## config.mk

```make
export PLATFORM = sky130hd
export DESIGN_NAME = median_filter_frame_ctrl_flat
export DESIGN_NICKNAME = d
export VERILOG_FILES = /design/src/rtl/median_filter_frame_ctrl_if.sv /design/src/rtl/median_filter_frame_ctrl.sv /design/src/flat_wrapper.sv
export SDC_FILE = /design/constraint.sdc
export NUM_CORES = 1
export LEC_CHECK = 0
export CORE_UTILIZATION = 35
export CTS_CLUSTER_DIAMETER = 60
export CTS_CLUSTER_SIZE = 30
export DETAILED_ROUTE_END_ITERATION = 8
export GPL_TIMING_DRIVEN = 0
export SLEW_MARGIN = 20
export SYNTH_ARGS = -nofsm -noshare
export SYNTH_HDL_FRONTEND = slang
export SYNTH_SLANG_ARGS = --single-unit
```

## constraint.sdc

```tcl
create_clock -name clk -period 2.74 [get_ports clk]
set_input_delay 0.411 -clock clk [delete_from_list [all_inputs] [get_ports clk]]
set_output_delay 0.411 -clock clk [all_outputs]
set_load 0.02 [all_outputs]
```

## src/rtl/median_filter_frame_ctrl_if.sv

```systemverilog
// median_filter_frame_ctrl_if: source pixel stream, stream to the filter and filter output sync.
interface median_filter_frame_ctrl_if;
  logic       src_valid;
  logic       src_ready;
  logic [7:0] src_data;
  logic       per_img_vsync;
  logic       per_img_href;
  logic [7:0] per_img_gray;
  logic       flt_vsync;
  logic       flt_href;
  modport master (
    output src_valid, src_data, flt_vsync, flt_href,
    input  src_ready, per_img_vsync, per_img_href, per_img_gray
  );
  modport slave (
    input  src_valid, src_data, flt_vsync, flt_href,
    output src_ready, per_img_vsync, per_img_href, per_img_gray
  );
endinterface

```

## src/rtl/median_filter_frame_ctrl.sv

```systemverilog
// median_filter_frame_ctrl: sequences one blanked frame into the median filter and checks its output.
module median_filter_frame_ctrl #(
  parameter logic [10:0] IMG_HDISP = 11'd640,
  parameter logic [10:0] IMG_VDISP = 11'd480,
  parameter logic [10:0] H_BLANK   = 11'd160,
  parameter logic [10:0] V_PRE     = 11'd16,
  parameter logic [10:0] V_POST    = 11'd800
) (
  input  logic                       clk,
  input  logic                       rst_n,
  input  logic                       start,
  input  logic                       abort,
  median_filter_frame_ctrl_if.slave  bus,
  output logic                       busy,
  output logic                       frame_done,
  output logic                       frame_ok,
  output logic                       src_underflow,
  output logic [15:0]                frame_cnt
);
  typedef enum logic [2:0] {S_IDLE, S_VPRE, S_LINE, S_HBLK, S_VPOST, S_DRAIN} state_t;
  localparam logic [21:0] PIX_TOTAL = 22'(IMG_HDISP) * 22'(IMG_VDISP);
  state_t      state, nxt;
  logic [10:0] phase, col, row;
  logic [21:0] pix_cnt;
  logic        flt_seen, start_acc;
  assign busy          = state != S_IDLE;
  assign bus.src_ready = state == S_LINE;
  assign start_acc     = state == S_IDLE && start && !abort;
  always_ff @(posedge clk or negedge rst_n)
    if (!rst_n) state <= S_IDLE;
    else        state <= nxt;
  always_comb begin
    nxt        = state;
    frame_done = 1'b0;
    case (state)
      S_IDLE:  if (start) nxt = S_VPRE;
      S_VPRE:  if (phase == V_PRE - 11'd1) nxt = S_LINE;
      S_LINE:  if (col == IMG_HDISP - 11'd1) nxt = (row == IMG_VDISP - 11'd1) ? S_VPOST : S_HBLK;
      S_HBLK:  if (phase == H_BLANK - 11'd1) nxt = S_LINE;
      S_VPOST: if (phase == V_POST - 11'd1) nxt = S_DRAIN;
      S_DRAIN: if (flt_seen && !bus.flt_vsync) begin
        nxt        = S_IDLE;
        frame_done = 1'b1;
      end
      default: nxt = S_IDLE;
    endcase
    if (abort) begin
      nxt        = S_IDLE;
      frame_done = 1'b0;
    end
  end
  // Phase and column restart on every state change; row survives blanking until the next frame.
  always_ff @(posedge clk or negedge rst_n)
    if (!rst_n) begin
      phase             <= '0;
      col               <= '0;
      row               <= '0;
      bus.per_img_href  <= 1'b0;
      bus.per_img_vsync <= 1'b0;
      bus.per_img_gray  <= '0;
      src_underflow     <= 1'b0;
      pix_cnt           <= '0;
      flt_seen          <= 1'b0;
      frame_ok          <= 1'b0;
      frame_cnt         <= '0;
    end else begin
      phase             <= (nxt == state && state inside {S_VPRE, S_HBLK, S_VPOST}) ? phase + 11'd1 : 11'd0;
      col               <= (nxt == state && state == S_LINE) ? col + 11'd1 : 11'd0;
      row               <= (nxt == S_IDLE || nxt == S_VPRE) ? 11'd0 :
                           (state == S_LINE && nxt != S_LINE) ? row + 11'd1 : row;
      bus.per_img_href  <= state == S_LINE;
      bus.per_img_vsync <= state inside {S_VPRE, S_LINE, S_HBLK, S_VPOST};
      bus.per_img_gray  <= (state == S_LINE && bus.src_valid) ? bus.src_data : 8'd0;
      src_underflow     <= start_acc ? 1'b0 : src_underflow | (bus.src_ready & ~bus.src_valid);
      pix_cnt           <= start_acc ? 22'd0 : pix_cnt + 22'(bus.flt_href && busy);
      flt_seen          <= start_acc ? 1'b0 :
                           flt_seen | (bus.flt_vsync && state inside {S_LINE, S_HBLK, S_VPOST, S_DRAIN});
      if (frame_done) begin
        frame_ok  <= pix_cnt == PIX_TOTAL;
        frame_cnt <= frame_cnt + 16'd1;
      end
    end
endmodule

```

## src/flat_wrapper.sv

```systemverilog
// flat-port wrapper written by rule: the top's interface ports become plain ports
module median_filter_frame_ctrl_flat 
#(
  parameter logic [10:0] IMG_HDISP = 11'd640,
  parameter logic [10:0] IMG_VDISP = 11'd480,
  parameter logic [10:0] H_BLANK   = 11'd160,
  parameter logic [10:0] V_PRE     = 11'd16,
  parameter logic [10:0] V_POST    = 11'd800
)
  (clk, rst_n, start, abort, busy, frame_done, frame_ok, src_underflow, frame_cnt, bus_src_valid, bus_src_data, bus_flt_vsync, bus_flt_href, bus_src_ready, bus_per_img_vsync, bus_per_img_href, bus_per_img_gray);
  median_filter_frame_ctrl_if bus_i ();
  input  logic clk;
  input  logic rst_n;
  input  logic start;
  input  logic abort;
  output logic busy;
  output logic frame_done;
  output logic frame_ok;
  output logic src_underflow;
  output logic [15:0] frame_cnt;
  input wire logic [$bits(bus_i.src_valid)-1:0] bus_src_valid;
  input wire logic [$bits(bus_i.src_data)-1:0] bus_src_data;
  input wire logic [$bits(bus_i.flt_vsync)-1:0] bus_flt_vsync;
  input wire logic [$bits(bus_i.flt_href)-1:0] bus_flt_href;
  output wire logic [$bits(bus_i.src_ready)-1:0] bus_src_ready;
  output wire logic [$bits(bus_i.per_img_vsync)-1:0] bus_per_img_vsync;
  output wire logic [$bits(bus_i.per_img_href)-1:0] bus_per_img_href;
  output wire logic [$bits(bus_i.per_img_gray)-1:0] bus_per_img_gray;
  assign bus_i.src_valid = bus_src_valid;
  assign bus_i.src_data = bus_src_data;
  assign bus_i.flt_vsync = bus_flt_vsync;
  assign bus_i.flt_href = bus_flt_href;
  assign bus_src_ready = bus_i.src_ready;
  assign bus_per_img_vsync = bus_i.per_img_vsync;
  assign bus_per_img_href = bus_i.per_img_href;
  assign bus_per_img_gray = bus_i.per_img_gray;
  median_filter_frame_ctrl #(.IMG_HDISP(IMG_HDISP), .IMG_VDISP(IMG_VDISP), .H_BLANK(H_BLANK), .V_PRE(V_PRE), .V_POST(V_POST)) u_core (.clk(clk), .rst_n(rst_n), .start(start), .abort(abort), .bus(bus_i), .busy(busy), .frame_done(frame_done), .frame_ok(frame_ok), .src_underflow(src_underflow), .frame_cnt(frame_cnt));
endmodule
```

==> results.sh <==
export IMPL_status="finished, final reports clean"
export IMPL_hold_ws_ps=80.7
export IMPL_leakage_nw=2.23
export IMPL_tritoncts="yes"
export IMPL_endpoint_kind_of_the_worst_setup_timing_path="primary output"
export IMPL_synth_most_common_cell="dfrtp_1"
export IMPL_cts_num_sinks=87
export IMPL_synth_top_area_share=0.496
export IMPL_dr_total_vias=3397
export IMPL_setup_repair_after_global_routing_missed_its_margin="no"
export IMPL_yosysWarnings=0
export IMPL_hold_buffers=0
export IMPL_met3_length_um=251
export IMPL_fin_skew_ps=7.28
export IMPL_grt_use_total=0.152
export IMPL_cts_buffers=9
export IMPL_worstPathBufferInverterCount=3
export IMPL_ys_async_sr_fraction=1.00
export IMPL_boundaryPins=46
export IMPL_num_rows=40
export IMPL_post_drt_wl_per_cell_um=13.7
export IMPL_slew_headroom=0.609
export IMPL_place_ws_ps=-309
export IMPL_placeableCoreArea_sq_um=12100
export IMPL_drt_first_pass_iters=4
export IMPL_start_util=0.363
export IMPL_ctsRootBufferMaster="clkbuf_16"
export IMPL_gp_congestion=0.790
export IMPL_route_layer_met1_wl_mm=4.37
export IMPL_critical_path_startpoint_type="flop"
export IMPL_fin_tns_setup_ps=0
export IMPL_critPathTopFamily="buffers and inverters"
export IMPL_dp_area_sq_um=5080
export IMPL_synth_area_top_cells="dfrtp_1 50%, xnor2_1 7.2%, nand2_1 3.2%, xor2_1 3.0%, nand3_1 3.0%"
export IMPL_finalInstanceArea_sq_um=5430
export IMPL_power_density_cell_area_nw_per_um2=509
export IMPL_post_route_period_util=0.925
export IMPL_timing_critical_path_fanout_max=11
export IMPL_cts_htree_levels=3
export IMPL_hpwl_mm=6.35
export IMPL_ctsLongestPathBuffers=2
export IMPL_post_route_worst_setup_slack_ps=205
export IMPL_top_layer="met4"
export IMPL_max_clock_freq_mhz=394
export IMPL_initial_antenna_violation_count=0
export IMPL_postSynthNetCount=454
export IMPL_cp_data_required_time_ps=2330
export IMPL_max_slew_worst_pin_slew_ps=587
export IMPL_post_synth_instance_area_sq_um=4390
export IMPL_chipHeight_um=114
export IMPL_route_detailed_drc=0
export IMPL_netlist_top_cell_by_area="dfrtp_1"
export IMPL_grt_remaining_overflow=0
export IMPL_proportion_of_layout_cells_with_a_drive_suffix_above_1=0.0927
export IMPL_irDropWorstVdd_mv=0.252
export IMPL_final_max_slew_viol_count=0
export IMPL_synth_cells_most_frequent="87 x dfrtp_1, 38 x nand2_1, 36 x xnor2_1, 34 x nor2_1, 26 x nand3_1"
export IMPL_worstHoldPathType="in -> async"
export IMPL_crit_path_top_delay_cell="clkdlybuf4s50_1"
export IMPL_ys_seq_area_frac=0.496
export IMPL_drt_wl_total_mm=9.13
export IMPL_grt_first_pass_wirelength_mm=15.8
export IMPL_design_die_area_sq_um=13000
export IMPL_number_of_input_and_output_port_buffers_inserted=45
export IMPL_viasPerCell=5.12
export IMPL_synth_enable_flop_cells=0
export IMPL_syn_mean_instance_area_sq_um=10.1
export IMPL_dr_wl_met2_mm=4.39
export IMPL_synth_cell_types=52
export IMPL_finalSetupViolCount=0
export IMPL_vias_in_the_first_global_route=3252
export IMPL_area_growth_synth_to_final_pct=23.6
export IMPL_critical_path_max_stage_delay_ps=640
export IMPL_post_cts_clock_slew_at_the_launch_and_capture_registers_of_the_worst_setup_and_hold_paths_ps=60
export IMPL_finish_utilization=0.448
export IMPL_min_period_ps=2540
export IMPL_timing_worst_setup_path_type="reg -> out"
export IMPL_synth_main_ff_cell="dfrtp_1"
export IMPL_antennaDiodeCount=0
export IMPL_yosys_register_bits=87
export IMPL_number_of_nets_still_failing_antenna_checks_after_routing=0
export IMPL_drv_max_cap_violation_count=0
export IMPL_num_nets_final=512
export IMPL_path_cells="or3b_1, buf_2, clkinv_1, clkdlybuf4s50_1"
export IMPL_netlist_instances=433
export IMPL_dr_first_iter_drc_count=254
export IMPL_dieWidth_um=114
export IMPL_hold_violations=0
export IMPL_crit_arrival_ps=2120
export IMPL_grt_max_degree=46
export IMPL_worst_skew_pair_late_latency_ps=340
==> per-layer routing <==
| metal | vias to the layer above | GRT usage |
|---|---|---|
| met3 | 11 | 0.0223 |
| met4 | 0 | 0.0545 |
| li1 | 1654 | - |
| met1 | 1675 | 0.207 |
| met2 | 57 | 0.248 |
| met5 | - | 0 |
==> kinds of logic (layout without fill, tap and decap cells) <==
kind of cell               count (synthesis)  in the layout  share of synthesized area
DFF                                       87             87                      0.496
adders and majority gates                  6              6                     0.0171
and+or+nand+nor                          206            206                      0.259
muxes                                     12             12                     0.0279
xor gates and xnor gates                  51             51                      0.102
buffers and inverters                     27             90                     0.0316
AOI/OAI and AO/OA                         44             44                     0.0675
==> state kept, by name, summed over array words and instances (netlist names) <==
register and cells:
u_core.bus.per_img_vsync 1, u_core.flt_seen 1, u_core.pix_cnt 22, u_core.bus.per_img_href 1, u_core.phase 11, u_core.src_underflow 1
u_core.frame_ok 1, u_core.state 3, u_core.frame_cnt 16, u_core.bus.per_img_gray 8, u_core.row 11, u_core.col 11
==> cells in the final DEF (no fill, tap or decap), drive strengths merged, types with 9 or more instances in the layout <==
| master | count |
|---|---|
| mux2i | 10 |
| clkdlybuf4s50 | 43 |
| nor2 | 35 |
| nand4 | 19 |
| clkbuf | 16 |
| xor2 | 15 |
| nor3 | 19 |
| nand2 | 38 |
| xnor2 | 36 |
| buf | 14 |
| nand3 | 26 |
| a21oi | 21 |
| and3 | 15 |
| nand2b | 9 |
| dfrtp | 87 |
| o21ai | 9 |
| nor4 | 11 |
| inv | 11 |
==> final cells by class <==
type	count	area, sq um
Timing Repair Buffer	47	485
Sequential cell	87	2180
Clock buffer	10	229
Inverter	10	37.5
Clock inverter	6	92.6
Multi-Input combinational cell	319	2100
Fill cell	1190	6680
Tap cell	168	210
Buffer	17	103
==> per-stage QoR <==
| step | std cells | total power [W] |
|---|---|---|
| detailed placement | 647 | 0.00147 |
| floorplan | 433 | 0.00139 |
| global placement | 646 | 0.00146 |
| CTS | 664 | 0.00280 |
| finish | 664 | 0.00276 |
| global route | 664 | 0.00288 |
==> where the power goes <==
| group | switching (W) | internal (W) |
|---|---|---|
| registers | 0.0000156 | 0.00130 |
| logic | 0.0000740 | 0.0000527 |
| clock network | 0.000516 | 0.000806 |
==> what timing repair did <==
| action | 4_1_cts | 5_1_grt |
|---|---|---|
| gates resized for setup | 1 | 5 |
| cloned | 0 | 0 |
| pin swaps | 1 | 0 |
| endpoints found under the setup margin | 1 | 7 |
| buffers inserted | 1 | 0 |
==> final timing paths <==
kind | start | to | slack [ps] | cells past startpoint
max | u_core.state[2]$_DFF_PN0_ | bus_src_ready | 210 | 4
min | rst_n | u_core.row[7]$_DFFE_PN0P_ | 80 | 1
max reg2reg | u_core.state[2]$_DFF_PN0_ | u_core.pix_cnt[18]$_DFF_PN0_ | 270 | 9
min reg2reg | u_core.frame_cnt[15]$_DFFE_PN0P_ | u_core.frame_cnt[15]$_DFFE_PN0P_ | 470 | 1
max in group asynchronous | rst_n | u_core.pix_cnt[17]$_DFF_PN0_ | 2050 | 2
min in group clk | u_core.frame_cnt[15]$_DFFE_PN0P_ | u_core.frame_cnt[15]$_DFFE_PN0P_ | 470 | 1
==> worst register-to-register path: cells and delay by family (launching register included) <==
family	cells	cell delay, ps
flip-flops	1	420
AND/OR/NAND/NOR	5	1000
buffers and inverters	1	240
XOR/XNOR	1	160
adder cells (fa/ha/maj)	2	530
Note: power is estimated with default switching activity, not from simulation.
